### config.mk
export PLATFORM = sky130hd
export DESIGN_NAME = rram_read_seq
export DESIGN_NICKNAME = d
export VERILOG_FILES = /design/src/rtl/rram_read_seq.sv
export SDC_FILE = /design/constraint.sdc
export NUM_CORES = 1
export LEC_CHECK = 0
export ABC_AREA = 1
export BUFFER_PORTS_ARGS = -buffer_cell sky130_fd_sc_hd__buf_2
export CAP_MARGIN = 20
export CORE_MARGIN = 1
export CORE_UTILIZATION = 30
export DETAILED_ROUTE_END_ITERATION = 10
export PLACE_DENSITY = 0.55
export SLEW_MARGIN = 30
export SYNTH_ARGS = -nofsm -noshare
export SYNTH_HDL_FRONTEND = slang
export SYNTH_SLANG_ARGS = --single-unit
export TNS_END_PERCENT = 5
### constraint.sdc
create_clock -name mclk -period 4.3 [get_ports mclk]
set_clock_uncertainty 0.2 [all_clocks]
set_input_delay 1.29 -clock mclk [delete_from_list [all_inputs] [get_ports mclk]]
set_output_delay 1.29 -clock mclk [all_outputs]
set_load 0.05 [all_outputs]
### src/rtl/rram_read_seq.sv
// -----------------------------------------------------------------------------
// rram_read_seq
//   Read sequencer placed directly in front of the rram_1p3Mb analog macro.
//   Takes one read request at a time (valid/ready), drives the macro's
//   address, references, DAC codes and read enables, waits the programmed
//   setup time, runs the sa_en / sa_clk sense sequence, waits for the
//   synchronised sa_rdy (with timeout) and returns one masked response word.
//   Write-side macro pins are tied inactive; writes belong to another block.
//
// Ports
//   mclk, rst_n            block clock, asynchronous active-low reset
//   req_*                  read request channel (req_ready high only in IDLE)
//   rsp_*                  response channel; rsp_timeout=1 means sa_rdy was
//                          never seen and rsp_data is 0
//   rram_addr .. wl_dac_config, di
//                          registered copies of the latched request fields
//   set_rst                tied 1 so the macro's internal mask equals di
//   wl_en .. wl_dac_en     read enables, high from SETUP until WAIT ends
//   we, aclk, bsl_dac_en   write-side controls, tied 0
//   sa_en, sa_clk          sense-amp controls
//   sa_rdy                 sense done, asynchronous to mclk
//   sa_do                  sense data, sampled only after synchronised sa_rdy
// -----------------------------------------------------------------------------
`ifndef ADDR_BITS_N
`define ADDR_BITS_N 15
`endif
`ifndef WORD_SIZE
`define WORD_SIZE 16
`endif
`ifndef ADC_BITS_N
`define ADC_BITS_N 6
`endif
`ifndef READ_DAC_BITS_N
`define READ_DAC_BITS_N 4
`endif
`ifndef WL_DAC_BITS_N
`define WL_DAC_BITS_N 4
`endif

module rram_read_seq #(
  parameter int unsigned SETUP_CYCLES   = 2,
  parameter int unsigned TIMEOUT_CYCLES = 32,
  parameter int unsigned SYNC_STAGES    = 2
) (
  input  logic                          mclk,
  input  logic                          rst_n,
  // request channel
  input  logic                          req_valid,
  output logic                          req_ready,
  input  logic [`ADDR_BITS_N-1:0]       req_addr,
  input  logic [`WORD_SIZE-1:0]         req_mask,
  input  logic [`ADC_BITS_N-1:0]        req_read_ref,
  input  logic [`ADC_BITS_N-1:0]        req_clamp_ref,
  input  logic [`READ_DAC_BITS_N-1:0]   req_read_dac,
  input  logic [`WL_DAC_BITS_N-1:0]     req_wl_dac,
  // response channel
  output logic                          rsp_valid,
  input  logic                          rsp_ready,
  output logic [`WORD_SIZE-1:0]         rsp_data,
  output logic                          rsp_timeout,
  // macro-facing pins
  output logic [`ADDR_BITS_N-1:0]       rram_addr,
  output logic [`ADC_BITS_N-1:0]        read_ref,
  output logic [`ADC_BITS_N-1:0]        clamp_ref,
  output logic [`READ_DAC_BITS_N-1:0]   read_dac_config,
  output logic [`WL_DAC_BITS_N-1:0]     wl_dac_config,
  output logic [`WORD_SIZE-1:0]         di,
  output logic                          set_rst,
  output logic                          wl_en,
  output logic                          bl_en,
  output logic                          sl_en,
  output logic                          bleed_en,
  output logic                          read_dac_en,
  output logic                          wl_dac_en,
  output logic                          we,
  output logic                          aclk,
  output logic                          bsl_dac_en,
  output logic                          sa_en,
  output logic                          sa_clk,
  input  logic                          sa_rdy,
  input  logic [`WORD_SIZE-1:0]         sa_do
);

  // ---------------------------------------------------------------------------
  // Parameter range guards
  // ---------------------------------------------------------------------------
  if (SETUP_CYCLES < 1 || SETUP_CYCLES > 15) begin : g_bad_setup
    $error("rram_read_seq: SETUP_CYCLES must be in 1..15");
  end
  if (TIMEOUT_CYCLES < 1 || TIMEOUT_CYCLES > 255) begin : g_bad_timeout
    $error("rram_read_seq: TIMEOUT_CYCLES must be in 1..255");
  end
  if (SYNC_STAGES < 2 || SYNC_STAGES > 3) begin : g_bad_sync
    $error("rram_read_seq: SYNC_STAGES must be in 2..3");
  end

  // ---------------------------------------------------------------------------
  // State encoding
  // ---------------------------------------------------------------------------
  localparam logic [2:0] ST_IDLE  = 3'd0;
  localparam logic [2:0] ST_SETUP = 3'd1;
  localparam logic [2:0] ST_SENSE = 3'd2;
  localparam logic [2:0] ST_PULSE = 3'd3;
  localparam logic [2:0] ST_WAIT  = 3'd4;
  localparam logic [2:0] ST_RESP  = 3'd5;

  localparam logic [3:0] SETUP_LAST   = 4'(SETUP_CYCLES - 1);
  localparam logic [7:0] TIMEOUT_LAST = 8'(TIMEOUT_CYCLES - 1);

  logic [2:0]             state;
  logic [2:0]             state_nx;
  logic [3:0]             setup_cnt;
  logic [7:0]             wait_cnt;
  logic [SYNC_STAGES-1:0] rdy_pipe;
  logic                   rdy_sync;
  logic [5:0]             en_q;
  logic                   accept;
  logic                   setup_done;
  logic                   wait_expired;

  assign rdy_sync     = rdy_pipe[SYNC_STAGES-1];
  assign accept       = req_valid & req_ready;
  assign setup_done   = (setup_cnt == SETUP_LAST);
  assign wait_expired = (wait_cnt == TIMEOUT_LAST);

  // Write-side pins are never exercised by this block.
  assign we         = 1'b0;
  assign aclk       = 1'b0;
  assign bsl_dac_en = 1'b0;
  assign set_rst    = 1'b1;

  assign {wl_en, bl_en, sl_en, bleed_en, read_dac_en, wl_dac_en} = en_q;

  // ---------------------------------------------------------------------------
  // sa_rdy synchroniser
  // ---------------------------------------------------------------------------
  always_ff @(posedge mclk or negedge rst_n) begin
    if (!rst_n) begin
      rdy_pipe <= '0;
    end else begin
      rdy_pipe <= {rdy_pipe[SYNC_STAGES-2:0], sa_rdy};
    end
  end

  // ---------------------------------------------------------------------------
  // Next-state logic
  // ---------------------------------------------------------------------------
  always_comb begin
    state_nx = state;
    case (state)
      ST_IDLE:  if (accept) state_nx = ST_SETUP;
      ST_SETUP: if (setup_done) state_nx = ST_SENSE;
      ST_SENSE: state_nx = ST_PULSE;
      ST_PULSE: state_nx = ST_WAIT;
      ST_WAIT:  if (rdy_sync || wait_expired) state_nx = ST_RESP;
      ST_RESP:  if (rsp_ready) state_nx = ST_IDLE;
      default:  state_nx = ST_IDLE;
    endcase
  end

  // ---------------------------------------------------------------------------
  // State and counters
  // ---------------------------------------------------------------------------
  always_ff @(posedge mclk or negedge rst_n) begin
    if (!rst_n) begin
      state     <= ST_IDLE;
      setup_cnt <= '0;
      wait_cnt  <= '0;
    end else begin
      state     <= state_nx;
      // Both counters self-clear whenever their state is not active, so the
      // WAIT counter is already zero on the first WAIT cycle.
      setup_cnt <= (state == ST_SETUP) ? setup_cnt + 4'd1 : '0;
      wait_cnt  <= (state == ST_WAIT)  ? wait_cnt + 8'd1  : '0;
    end
  end

  // ---------------------------------------------------------------------------
  // Control outputs: registered from the next state so each pin changes on
  // the same edge that enters the state that owns it, with no input-to-pin
  // combinational path.
  // ---------------------------------------------------------------------------
  always_ff @(posedge mclk or negedge rst_n) begin
    if (!rst_n) begin
      req_ready <= 1'b1;
      rsp_valid <= 1'b0;
      en_q      <= '0;
      sa_en     <= 1'b0;
      sa_clk    <= 1'b0;
    end else begin
      req_ready <= (state_nx == ST_IDLE);
      rsp_valid <= (state_nx == ST_RESP);
      en_q      <= (state_nx == ST_SETUP || state_nx == ST_SENSE ||
                    state_nx == ST_PULSE || state_nx == ST_WAIT) ? '1 : '0;
      sa_en     <= (state_nx == ST_SENSE || state_nx == ST_PULSE ||
                    state_nx == ST_WAIT);
      sa_clk    <= (state_nx == ST_PULSE);
    end
  end

  // ---------------------------------------------------------------------------
  // Request field latch
  // ---------------------------------------------------------------------------
  always_ff @(posedge mclk or negedge rst_n) begin
    if (!rst_n) begin
      rram_addr       <= '0;
      read_ref        <= '0;
      clamp_ref       <= '0;
      read_dac_config <= '0;
      wl_dac_config   <= '0;
      di              <= '0;
    end else if (state == ST_IDLE && accept) begin
      rram_addr       <= req_addr;
      read_ref        <= req_read_ref;
      clamp_ref       <= req_clamp_ref;
      read_dac_config <= req_read_dac;
      wl_dac_config   <= req_wl_dac;
      di              <= req_mask;
    end
  end

  // ---------------------------------------------------------------------------
  // Response capture. rdy wins over an expiring timeout. Masked-off bits are
  // ANDed away so an undriven sa_do bit can never reach rsp_data.
  // ---------------------------------------------------------------------------
  always_ff @(posedge mclk or negedge rst_n) begin
    if (!rst_n) begin
      rsp_data    <= '0;
      rsp_timeout <= 1'b0;
    end else if (state == ST_WAIT) begin
      if (rdy_sync) begin
        rsp_data    <= sa_do & di;
        rsp_timeout <= 1'b0;
      end else if (wait_expired) begin
        rsp_data    <= '0;
        rsp_timeout <= 1'b1;
      end
    end
  end

endmodule

; Word level (Yosys, flattened, before mapping)
; Cells that the tools add are included.
[word_totals]
regBits = 95
output_inout_bits = 82
elab_cells = 56
[op_classes]
add_sub_neg = 2
n_eq_ne = 12
n_mux = 12
n_bitwise = 2
reduce_logical = 11
[ops]
columns = operator, n
row1 = 16-bit two-way mux, 2
row2 = 3-bit one-hot mux with 6 select lines, 1
row3 = 16-bit AND, 1
row4 = "3-bit by 2-bit equality test with 1-bit output, second input constant", 4
row5 = "3-bit equality test, second input constant", 4
row6 = 3-bit two-way mux, 4
row7 = "8-bit by 1-bit adder with 8-bit output, second input constant", 1
row8 = "8-bit by 5-bit equality test with 1-bit output, second input constant", 1
row9 = 8-bit two-way mux, 1
row10 = "3-bit by 1-bit equality test with 1-bit output, second input constant", 2
row11 = 3-bit logical NOT, 2
row12 = 1-bit logical OR, 6
row13 = 6-bit two-way mux, 1
row14 = "4-bit by 1-bit adder with 4-bit output, second input constant", 1
row15 = "4-bit by 1-bit equality test with 1-bit output, second input constant", 1
row16 = 4-bit two-way mux, 1
row17 = 1-bit two-way mux, 2
row18 = 2-bit AND reduction, 1
row19 = 2-bit nonzero test, 1
row20 = 1-bit AND, 1
row21 = 1-bit logical AND, 1

; Longest topological paths before layout
[logic_depth]
depth_word = 9
ltp_mapped = 9
depth_no_buf = 8

; Least setup slack after synthesis
; No wires, ideal clock.
[synth_timing]
path_type = reg2out
from = register, netlist name en_q[4]
to = output port bleed_en
t_arrival_ps = 959
setup_slack_ps = 1851
stages_incl_launch_ff = 2
path_buffers = 1
path_cell_list = dfrtp_1 buf_4
[synth_lines]
columns = element, line_no
row1 = "end, declared", 72  ; output logic bleed_en,

; Final worst setup path
[layout_timing]
from = register req_ready
to = output port req_ready
[layout_lines]
columns = element, line_no
row1 = "start, declared", 49  ; output logic req_ready,
row2 = "start signal, assigned", 191  ; req_ready <= (state_nx == ST_IDLE);
; No word-level cell between the ends.

==> metrics.md <==
| Metric | Value |
|---|---|
| Status | finished, final reports clean |
| RSZ-0062 raised after global routing | false |
| Max-capacitance violation count | 0 |
| Min-delay worst type | flip-flop to flip-flop |
| Post-CTS Resized | 0 |
| Synth warnings | 0 |
| EDFF count, synth | 0 |
| # port buffers | around 150 |
| Drt via density | ~4.4 |
| Final worst path period share | between 60% and 70% |
| Fin nets | 514 |
| Final hold violations | 0 |
| Critical path's largest stage delay | around 0.55 ns |
| Via count | between 2000 and 3000 |
| Post-layout minimum cycle time | ~2.6 ns |
| CTS Buffer Depth | 2 |
| Hpwl dp | between 5 and 6 mm |
| Final wirelength | between 7 and 8 mm |
| Yosys cell types | 21 |
| Max-slew violations | 0 |
| Count leader, synth | dfrtp_1 |
| Post-synthesis sequential area ratio | between 60% and 70% |
| Crit path launch type | flip-flop |
| Final worst slack | between 1.5 and 2 ns |
| Crit path DAT | roughly 1.2 ns |
| Global route total overflow | 0 |
| Drt first pass iters | 4 |
| Largest area contributor in the netlist | dfrtp_1 |
| Initial drt markers | 54 |
| Predominant post-synthesis flop cell | dfrtp_1 |
| Synth top area share | between 60% and 70% |
| Finished Layout Cells | between 500 and 600 |
| Avg WL per Cell | between 10 and 15 µm |
| Routed Antenna Nets | 0 |
| CTS tree | yes |
| Post-placement cell count | 570 |
| Post-route DRC | 0 |
| Commonest cells in the netlist | 89 x dfrtp_1, 50 x nand2_1, 47 x mux2_2 |
| IO Count | between 150 and 200 |
| TNS Setup | 0 ns |
| Core box area | 0.01147 mm² |
| Die Y | roughly 110 µm |
| ANT cells | 0 |
| Critical-path cell list | buf_2 |
| Worst-Skew Late Latency | ~0.33 ns |
| Chip Width | approximately 110 µm |
| Critical path endpoint category | output port |
| Mapped cell area | between 0.003 and 0.004 mm² |
| Syn avg cell area | 12.18 µm² |
| Syn Inst Count | slightly below 300 |
| Critical path's top delay family | flip-flops |
| Final instance area | between 0.004 and 0.005 mm² |
| Setup CP Type | flip-flop to output port |
| Initial antenna violation count | 0 |
| Largest net degree at the start of global routing | 69 |
| Global-route wire length before repair | approximately 12 mm |
| Worst Tran Pin Value | 0.7440 ns |
| Hold Buf Count CTS | 0 |
| Rel. slew slack | a little over 50% |
| Post-CTS Setup Bufs | 0 |
| Worst Path Buf+Inv | 1 |
| Layout fillers | 1113 |
| Ys async rst share | 100.0% |
| Root buffer cell | clkbuf_16 |
| # rows | 39 |
| Initial Utilization | a little under a third |
| Final setup fails | 0 |
| Die area | about 0.012 mm² |
| CTS Sinks | 90 |
| Dpl cell area | roughly 0.0044 mm² |
| H-Tree Depth | 3 |
| Area grow syn2layout | 32.10% |
| WP data required | 2.81 ns |
| Critical path peak fanout | 2 |
| Share of cells above drive strength 1 | 48.98% |
| Pre-CTS WS | 1.401 ns |
| Yosys reg bits | 90 |
| Clock transition at path regs | ~0.060 ns |
| CP max stage cell | dfstp_2 |
| TritonCTS Buffers | 9 |
| Total Routing Usage GR | roughly 13% |
| F_max | 379.4 MHz |
| Via count of the first global-routing pass | about 2600 |
| Ranking of synthesized cells by area | dfrtp_1 63%, mux2_2 15%, nand2_1 5.3% |
| Gpl congestion | between 0.7 and 0.8 |
## metal layers
layer	global-route usage (%)	vias up	wire length, µm
met5	0	-	0
met4	4.800	0	111
met3	4.885	11	564
met2	21.33	94	3623
met1	15.04	1252	2997
li1	-	1232	-
## state kept, by name, summed over array words and instances (netlist names), 2 cells and up
register	count
state	3
rdy_pipe	2
rram_addr	15
wait_cnt	8
di	16
setup_cnt	4
clamp_ref	6
read_ref	6
rsp_data	16
read_dac_config	4
wl_dac_config	4
## cell usage in the layout, fill, tap and decap left out
master	count
buf_12	1
dfrtp_1	89
nor2_1	22
nor2_2	1
buf_2	148
buf_4	4
nand4_1	1
nand3_1	24
nand4_4	1
ha_1	3
a21oi_1	5
clkbuf_8	2
o21ai_0	4
clkbuf_1	2
xor2_1	1
mux2_2	47
mux2_1	4
dfstp_2	1
inv_1	12
conb_1	4
clkbuf_16	9
xnor2_1	1
nand2_1	50
inv_2	2
nor3_1	3
## through the flow
| step | util [%] | hold WS (ns) |
|---|---|---|
| detailed placement | 38.23 | 0.1365 |
| CTS | 40.50 | 0.1471 |
| floorplan | - | 0.1312 |
| finish | 40.68 | 0.1456 |
| global route | 40.68 | 0.1574 |
| global placement | 38.23 | 0.1325 |
## worst register-to-register path, cell delays in order, from the launching register on
cell,delay (ns)
dfrtp_1,0.39
ha_1,0.21
nand2_1,0.06
nor2_1,0.15
nand3_1,0.09
nand2_1,0.06
nand2_1,0.44
nand4_1,0.30
nand2_1,0.07
## final timing paths
kind / start / to / slack, ns / cells past startpoint
max reg2reg: wait_cnt[0] / en_q[4] / 2.21 / 8
max in group asynchronous: rst_n / wl_dac_config[3] / 2.45 / 3
min in group asynchronous: rst_n / wait_cnt[0] / 0.66 / 1
min reg2reg: rdy_pipe[0] / rdy_pipe[1] / 0.15 / 0
max: req_ready / req_ready / 1.66 / 1
min: rdy_pipe[0] / rdy_pipe[1] / 0.15 / 0
## cell families after synthesis
logic type | count (synthesis) | synth area share (%)
xor gates and xnor gates | 2 | 0.4962
muxes | 51 | 16.27
AOI/OAI and AO/OA | 9 | 1.276
adders and majority gates | 3 | 1.063
other | 2 | 0.2127
and+or+nand+nor | 102 | 12.19
buffers and inverters | 31 | 4.678
DFF | 90 | 63.82
## final cells by class
cell class	instances	area (µm²)	area share, %
Tap cell	143	178.9	3.836
Multi-Input combinational cell	171	1129	24.20
Inverter	14	52.55	1.127
Sequential cell	90	2253	48.31
Timing Repair Buffer	153	790.8	16.95
Clock buffer	13	260.3	5.579
Power is left out: the tool's default activity adds up to more than one toggle a clock period on the data nets, which glitch-free logic cannot reach.
